File: src/rtl/logic_unit_arbiter.sv
// Round-robin arbiter sharing one 4-bit logic unit among N_REQ requesters,
// with a single-entry registered result buffer and a handshake counter.
module logic_unit_arbiter #(
    parameter int N_REQ = 4
) (
    input  logic                 clk,
    input  logic                 areset_n,
    input  logic [N_REQ-1:0]     req_valid,
    input  logic [4*N_REQ-1:0]   req_a,
    input  logic [4*N_REQ-1:0]   req_b,
    input  logic [2*N_REQ-1:0]   req_op,
    output logic [N_REQ-1:0]     req_ready,
    output logic                 resp_valid,
    output logic [3:0]           resp_y,
    output logic [2:0]           resp_id,
    input  logic                 resp_ready,
    output logic [7:0]           done_cnt
);

    localparam int IDW = $clog2(N_REQ);
    localparam int unsigned NR = N_REQ;

    typedef enum logic {
        EMPTY = 1'b0,
        FULL  = 1'b1
    } state_e;

    state_e         state_q, state_d;
    logic [IDW-1:0] last_grant_q, last_grant_d;
    logic [3:0]     resp_y_q, resp_y_d;
    logic [2:0]     resp_id_q, resp_id_d;
    logic [7:0]     done_cnt_q, done_cnt_d;

    logic [3:0]     a_arr  [N_REQ];
    logic [3:0]     b_arr  [N_REQ];
    logic [1:0]     op_arr [N_REQ];

    logic [IDW-1:0] grant_idx;
    logic [IDW-1:0] cand;
    logic           grant_valid;
    logic           can_accept;
    logic           transfer;
    logic [3:0]     sel_a, sel_b, unit_y;
    logic [1:0]     sel_op;

    for (genvar i = 0; i < N_REQ; i++) begin : g_unpack
        assign a_arr[i]  = req_a[4*i +: 4];
        assign b_arr[i]  = req_b[4*i +: 4];
        assign op_arr[i] = req_op[2*i +: 2];
    end

    // Search begins one past the last grant so the previous winner has lowest priority.
    always_comb begin
        grant_valid = 1'b0;
        grant_idx   = '0;
        cand        = '0;
        for (int unsigned k = 1; k <= NR; k++) begin
            cand = IDW'((32'(last_grant_q) + k) % NR);
            if (!grant_valid && req_valid[cand]) begin
                grant_valid = 1'b1;
                grant_idx   = cand;
            end
        end
    end

    assign can_accept = (state_q == EMPTY) || resp_ready;
    assign transfer   = grant_valid && can_accept;

    // Gated by areset_n so no requester sees an accept while reset is held.
    always_comb begin
        req_ready = '0;
        if (areset_n && transfer) begin
            req_ready[grant_idx] = 1'b1;
        end
    end

    always_comb begin
        sel_a  = a_arr[grant_idx];
        sel_b  = b_arr[grant_idx];
        sel_op = op_arr[grant_idx];
        case (sel_op)
            2'b00:   unit_y = sel_a & sel_b;
            2'b01:   unit_y = sel_a | sel_b;
            2'b10:   unit_y = sel_a ^ sel_b;
            default: unit_y = ~sel_a;
        endcase
    end

    always_comb begin
        state_d      = state_q;
        last_grant_d = last_grant_q;
        resp_y_d     = resp_y_q;
        resp_id_d    = resp_id_q;
        done_cnt_d   = done_cnt_q;

        case (state_q)
            EMPTY: begin
                if (transfer) begin
                    state_d = FULL;
                end
            end
            FULL: begin
                if (transfer) begin
                    state_d = FULL;
                end else if (resp_ready) begin
                    state_d = EMPTY;
                end
            end
            default: state_d = EMPTY;
        endcase

        if (transfer) begin
            last_grant_d = grant_idx;
            resp_y_d     = unit_y;
            resp_id_d    = 3'(grant_idx);
        end

        if ((state_q == FULL) && resp_ready) begin
            done_cnt_d = done_cnt_q + 8'd1;
        end
    end

    always_ff @(posedge clk or negedge areset_n) begin
        if (!areset_n) begin
            state_q      <= EMPTY;
            last_grant_q <= IDW'(N_REQ - 1);
            resp_y_q     <= '0;
            resp_id_q    <= '0;
            done_cnt_q   <= '0;
        end else begin
            state_q      <= state_d;
            last_grant_q <= last_grant_d;
            resp_y_q     <= resp_y_d;
            resp_id_q    <= resp_id_d;
            done_cnt_q   <= done_cnt_d;
        end
    end

    assign resp_valid = (state_q == FULL);
    assign resp_y     = resp_y_q;
    assign resp_id    = resp_id_q;
    assign done_cnt   = done_cnt_q;

endmodule

File: config.mk
export PLATFORM = sky130hd
export DESIGN_NAME = logic_unit_arbiter
export DESIGN_NICKNAME = d
export VERILOG_FILES = /design/src/rtl/logic_unit_arbiter.sv
export SDC_FILE = /design/constraint.sdc
export NUM_CORES = 1
export LEC_CHECK = 0
export CAP_MARGIN = 20
export CELL_PAD_IN_SITES_DETAIL_PLACEMENT = 1
export CELL_PAD_IN_SITES_GLOBAL_PLACEMENT = 1
export CORE_UTILIZATION = 31
export CTS_BUF_LIST = sky130_fd_sc_hd__clkbuf_4
export CTS_CLUSTER_DIAMETER = 100
export DETAILED_ROUTE_END_ITERATION = 8
export HOLD_SLACK_MARGIN = 0.05
export PLACE_DENSITY = 0.95
export SKIP_CTS_REPAIR_TIMING = 1
export SYNTH_ARGS = -nofsm -noshare
export SYNTH_HDL_FRONTEND = slang
export SYNTH_SLANG_ARGS = --single-unit
File: constraint.sdc
create_clock -name clk -period 3.5 [get_ports clk]
set_input_delay 1.05 -clock clk [delete_from_list [all_inputs] [get_ports clk]]
set_output_delay 1.05 -clock clk [all_outputs]
set_load 0.03 [all_outputs]
# Word level (Yosys, flattened, before mapping)
# Cells that the tools add are included.
# Widths: inputs -> output; s select.
# totals
out_inout_bits,20
inputBits,47
wordCells,70
reg_bits,17
# classes
add_sub_neg,5
reduce_logical,12
n_eq_ne,2
order_cmp,7
n_mux,33
bitwise_logic,6
# op_table
cell,n
$mux 4,5
$bmux 4 s2,2
$lt 2x3->1 const B,5
$mux 1,12
$mux 2,6
$pmux 4 s3,1
$add 8x1->8 const B,1
$bmux 1 s2,4
$logic_and 1x1->1,7
$add 2x1->2 const B,2
$add 2x2->2 const B,2
$and 4x4->4,1
$bmux 2 s2,1
$not 4->4,1
$or 4x4->4,1
$xor 4x4->4,1
$ge 3x3->1 const B,1
$logic_not 1->1,3
$not 2->3,1
$demux 1 s2,1
$eq 2x1->1 const B,1
$eq 2x2->1 const B,1
$ge 2x1->1 const B,1
$logic_not 2->1,1
3 further kinds,3

# Logic depth before layout (Yosys ltp)
# Gate-level depths: netlist of the first run.
# depth
depth_word,19
ltp_mapped,11
depth_no_buf,10

# Least setup slack after synthesis of the first run
# No wires, ideal clock.
# synth_path
path_kind,input to output
startpoint,in req_valid[3]
endpoint,out req_ready[2]
t_required_ns,2.450
path_slack_ns,0.210
path_buffers,1
path_stages,6
t_arrival_ns,2.240
path_cell_list,nand2_1 -> a31o_2 -> nor2_1 -> buf_2 -> nand3_1 -> nor2_1
# synth_between
elab_chain_cells,17
word_cells_on_any_way,30
cone_classes,order compare (2); mux (19); reduce/logical (9)
# synth_lines
element,line,text
from (decl),8,"input logic [N_REQ-1:0] req_valid,"
$bmux 1 s2,59,if (!grant_valid && req_valid[cand]) begin
$mux 1 (not written as such),59,
$mux 1,59,
$logic_not 1->1,59,
$logic_and 1x1->1,59,
$mux 1,59,
$logic_not 1->1,59,
$logic_and 1x1->1,59,
$mux 1,59,
$logic_not 1->1,59,
$logic_and 1x1->1,59,
$mux 2,59,
$lt 2x3->1 (not written as such) / $ge 2x1->1 (equally long branches),73,req_ready[grant_idx] = 1'b1;
$logic_and 1x1->1 (not written as such),73,
$mux 1 (not written as such),73,
$demux 1 s2,73,
$mux 4 (*),72,if (areset_n && transfer) begin
to (decl),12,"output logic [N_REQ-1:0] req_ready,"
# Mark *: on every way between the ends. The rest lies on a longest branch, timed or not. The select of a mux whose other input is x is not followed.

# Worst setup path in the final report of the first run
# layout_path
startpoint,in resp_ready
endpoint,out req_ready[1]
# layout_between
elab_chain_cells,4
# layout_lines
element,line,text
from (decl),16,"input logic resp_ready,"
$logic_or 1x1->1,66,assign can_accept = (state_q == EMPTY) || resp_ready;
$logic_and 1x1->1,67,assign transfer = grant_valid && can_accept;
$logic_and 1x1->1,72,
$mux 4,72,
# Every way passes these cells.

==> impl_metrics.tcl, run 1 <==
set metrics [dict create \
    final-max-slew-violation-count 0 \
    clock_tree.htree_level_count 1 \
    grt-ovfl-total 0 \
    top_usage_layer "met2" \
    worst_hold_slack_across_all_endpoints_ns 0.4911 \
    gr-usage-met1_pct 20.07 \
    postSynthAreaPerCell_um2 8.926 \
    static-leakage-power_nw 1.046 \
    vdd_ir_drop_max_mv 0.2003 \
    synthDominantAreaCellType "sky130_fd_sc_hd__dfrtp_1" \
    rsz0062_at_grt "no" \
    ys_seq_elements 17 \
    syn-instance-count 164 \
    violations "design-rule violations" \
    final.period_utilization_pct 97.99 \
    design.final.nets 295 \
    firstDrtPassIters 6 \
    drc_errors 8 \
    design.portCount 67 \
    setup-tns-final_ns 0 \
    switching_share_pct 44.31 \
    placementRows 24 \
    pwr-share-clk_pct 8.6 \
    regToRegStartpoint "last_grant_q[1]$_DFFE_PN1P_" \
    io_buffer_count 65 \
    synthDistinctLibCells 39 \
    drive_above_1_share_pct 18.49 \
    synth-seq-area-share_pct 29.23 \
    crit_path_end_kind "output pin" \
    cts_tree "built" \
    data_required_time_at_the_worst_endpoint_ns 2.45 \
    worst-endpoint-arrival_ns 2.38 \
    die_h_um 70.72 \
    groute.layer.met2.usage_pct 36.11 \
    gp_routability_congestion 0.7890 \
    clock_sink_count 17 \
    via_count 1474 \
    report.final.setup_viol 0 \
    grt_antenna_before_repair 0 \
    internal_power_w 0.0006797 \
    grt_use_total_pct 18.33 \
    number_of_antenna_repair_diodes 0 \
    pwr_density_cell_nw_per_um2 535.4 \
    highest_clock_rate_mhz 291.6 \
    post_dp_cell_area_um2 2217 \
    dieWidth_um 70.72 \
    power_frac_seq_pct 27.5 \
    run_status "finished, violations left" \
    antenna_left 0 \
    placeable_core_area_um2 4444 \
    synth.yosys.warnings 0 \
    grt_max_degree 16 \
    period_minus_slack_ns 3.430 \
    timing.clock.skew_ns 0.002441 \
    p_switching_w 0.0005408 \
    yosys.area.top_type_share_pct 25.64 \
    dieArea_um2 5001 \
    grt_pass1_wl_um 7327 \
    timing_worst_setup_path_type "in -> out" \
    max-cap-violations 0 \
    synth_nets 220 \
    post_drt_via_cell_ratio 5.083 \
    share_comb_of_total_power_pct 63.9 \
    clkTransAtPathRegs_ns 0.10 \
    timing.critical_path.from_type "input port" \
    initial_util_pct 32.94 \
    finalHoldViolations 0 \
    groute.layer.met3.usage_pct 1.852 \
    utilization_pct 51.30 \
    hold_path.startpoint "resp_y[0]$_DFFE_PN0P_" \
    holdCritPathClass "reg -> reg" \
    drt_wl_cell_um 15.08 \
    insertion_delay_to_the_later_sink_of_the_worst_skew_pair_ns 0.29 \
    cp-startpoint "resp_ready" \
    ctsRootBufferMaster "sky130_fd_sc_hd__clkbuf_4" \
    detailed_place_hpwl_um 3674 \
    syn_to_final_growth_pct 55.73 \
    grt_pass1_vias 1650 \
    netlist_top_cells_area "sky130_fd_sc_hd__dfrtp_1 (26%), sky130_fd_sc_hd__mux2i_1 (11%), sky130_fd_sc_hd__ha_1 (7.7%)" \
    detail_route.wirelength_um 4373 \
    critical_path.max_fanout 5 \
    max-clock-path-buffers 2 \
    drt-initial-drc-count 46 \
    cts_made_buffers 3 \
    syn_area_um2 1464 \
    design_area_um2 2280 \
]
## cell usage in the layout (no fill, tap or decap), types with 5 or more instances in the layout
master,instances
sky130_fd_sc_hd__nor3_1,5
sky130_fd_sc_hd__buf_4,16
sky130_fd_sc_hd__ha_1,9
sky130_fd_sc_hd__clkdlybuf4s50_1,57
sky130_fd_sc_hd__nand2_1,15
sky130_fd_sc_hd__inv_1,10
sky130_fd_sc_hd__nor2_1,9
sky130_fd_sc_hd__mux2_2,8
sky130_fd_sc_hd__nand3_1,10
sky130_fd_sc_hd__xnor2_1,5
sky130_fd_sc_hd__mux2i_1,16
sky130_fd_sc_hd__dfrtp_1,15
sky130_fd_sc_hd__and3_1,5
sky130_fd_sc_hd__o211ai_1,6
sky130_fd_sc_hd__o21ai_0,6
## power groups by stage
stage,combinational (W),sequential (W),clock [W]
2_1_floorplan,0.000358,0.000456,0
3_3_place_gp,0.000741,0.000334,0
3_5_place_dp,0.000778,0.000343,0
4_1_cts,0.000782,0.000338,0.000112
5_1_grt,0.000844,0.000349,0.000118
6_report,0.000780,0.000336,0.000104
## worst max-delay path: stages
cell and delay (ns):
sky130_fd_sc_hd__clkdlybuf4s50_1 0.52, sky130_fd_sc_hd__nor2b_1 0.11, sky130_fd_sc_hd__nor2_1 0.22, sky130_fd_sc_hd__o211ai_1 0.18
sky130_fd_sc_hd__nor2_1 0.13, sky130_fd_sc_hd__buf_4 0.17
## per-stage QoR
step           cells  total power, W  worst slack, ns
2_1_floorplan    164       0.0008144           0.2097
3_3_place_gp     286        0.001075          -0.1289
3_5_place_dp     286        0.001121          -0.2570
4_1_cts          290        0.001232          -0.1745
5_1_grt          290        0.001310         0.004427
6_report         290        0.001221          0.07019
## kinds of logic after synthesis
kind of cell               Yosys count  synth area share [%]
and+or+nand+nor                     54                 17.44
AOI/OAI and AO/OA                   33                 16.24
muxes                               25                 18.12
buffers and inverters               18                 6.837
DFF                                 17                 29.23
adders and majority gates            9                 7.692
xor gates and xnor gates             7                 4.188
other                                1                0.2562
## final timing paths
kind / to / slack [ns] / depth (start not counted)
min in group asynchronous: resp_y[2]$_DFFE_PN0P_ / 0.97 / 1
worst max register to register: resp_y[1]$_DFFE_PN0P_ / 0.83 / 11
worst min-delay path: resp_y[0]$_DFFE_PN0P_ / 0.49 / 2
worst min register to register: resp_y[0]$_DFFE_PN0P_ / 0.49 / 2
worst max-delay path: req_ready[1] / 0.07 / 6
max in group asynchronous: last_grant_q[0]$_DFFE_PN1P_ / 2.01 / 2
## registers in the layout, indices dropped and copies added (netlist names)
register,cells
done_cnt,8
last_grant_q,2
resp_id,2
resp_valid,1
resp_y,4
## synth_stat cells (all sizes together)
| cell | count |
|---|---|
| o211ai | 6 |
| o21bai | 3 |
| o22a | 1 |
| and2b | 1 |
| a31oi | 1 |
| ha | 9 |
| and3 | 5 |
| conb | 1 |
| nor2 | 11 |
| o22ai | 2 |
| clkbuf | 1 |
| xnor2 | 5 |
| a21oi | 5 |
| buf | 7 |
| mux2 | 9 |
| nand2b | 2 |
| or2 | 3 |
| nand2 | 15 |
| mux2i | 16 |
| a31o | 1 |
| o311ai | 3 |
| nor3 | 5 |
| o21ai | 8 |
| nand3 | 10 |
| nor4 | 1 |
| nor2b | 1 |
| a22oi | 1 |
| o21a | 1 |
| dfrtp | 15 |
| a22o | 1 |
| xor2 | 2 |
| dfstp | 2 |
| inv | 10 |
## routing by layer
layer | part of all wire, % | wire (um)
met1 | 41 | 1786
met2 | 54 | 2354
met3 | 3.9 | 170
met4 | 1.4 | 61
met5 | 0 | 0
## area by class of cell
| type | instances | area [um^2] |
|---|---|---|
| inverter | 10 | 37.54 |
| timing repair buffer | 78 | 760.7 |
| multi-input combinational | 129 | 960.9 |
| fill | 520 | 2165 |
| clock inverter | 1 | 5.005 |
| clock buffer | 3 | 22.52 |
| sequential | 17 | 427.9 |
| tap | 52 | 65.06 |
No activity file was read; power rests on OpenSTA's default activity.
==> run 2, diff against run 1 <==
--- a/config.mk
+++ b/config.mk
@@ -5,7 +5,7 @@
 export SDC_FILE = /design/constraint.sdc
 export NUM_CORES = 1
 export LEC_CHECK = 0
-export CAP_MARGIN = 20
+export CAP_MARGIN = 25
 export CELL_PAD_IN_SITES_DETAIL_PLACEMENT = 1
 export CELL_PAD_IN_SITES_GLOBAL_PLACEMENT = 1
 export CORE_UTILIZATION = 31
==> results of run 2 <==
No change in the layout: final DEF, timing and power equal those of run 1.
==> run 3, diff against run 2 <==
--- a/config.mk
+++ b/config.mk
@@ -12,7 +12,6 @@
 export CTS_BUF_LIST = sky130_fd_sc_hd__clkbuf_4
 export CTS_CLUSTER_DIAMETER = 100
 export DETAILED_ROUTE_END_ITERATION = 8
-export HOLD_SLACK_MARGIN = 0.05
 export PLACE_DENSITY = 0.95
 export SKIP_CTS_REPAIR_TIMING = 1
 export SYNTH_ARGS = -nofsm -noshare
==> results of run 3 <==
No change in the layout: final DEF, timing and power equal those of run 1.
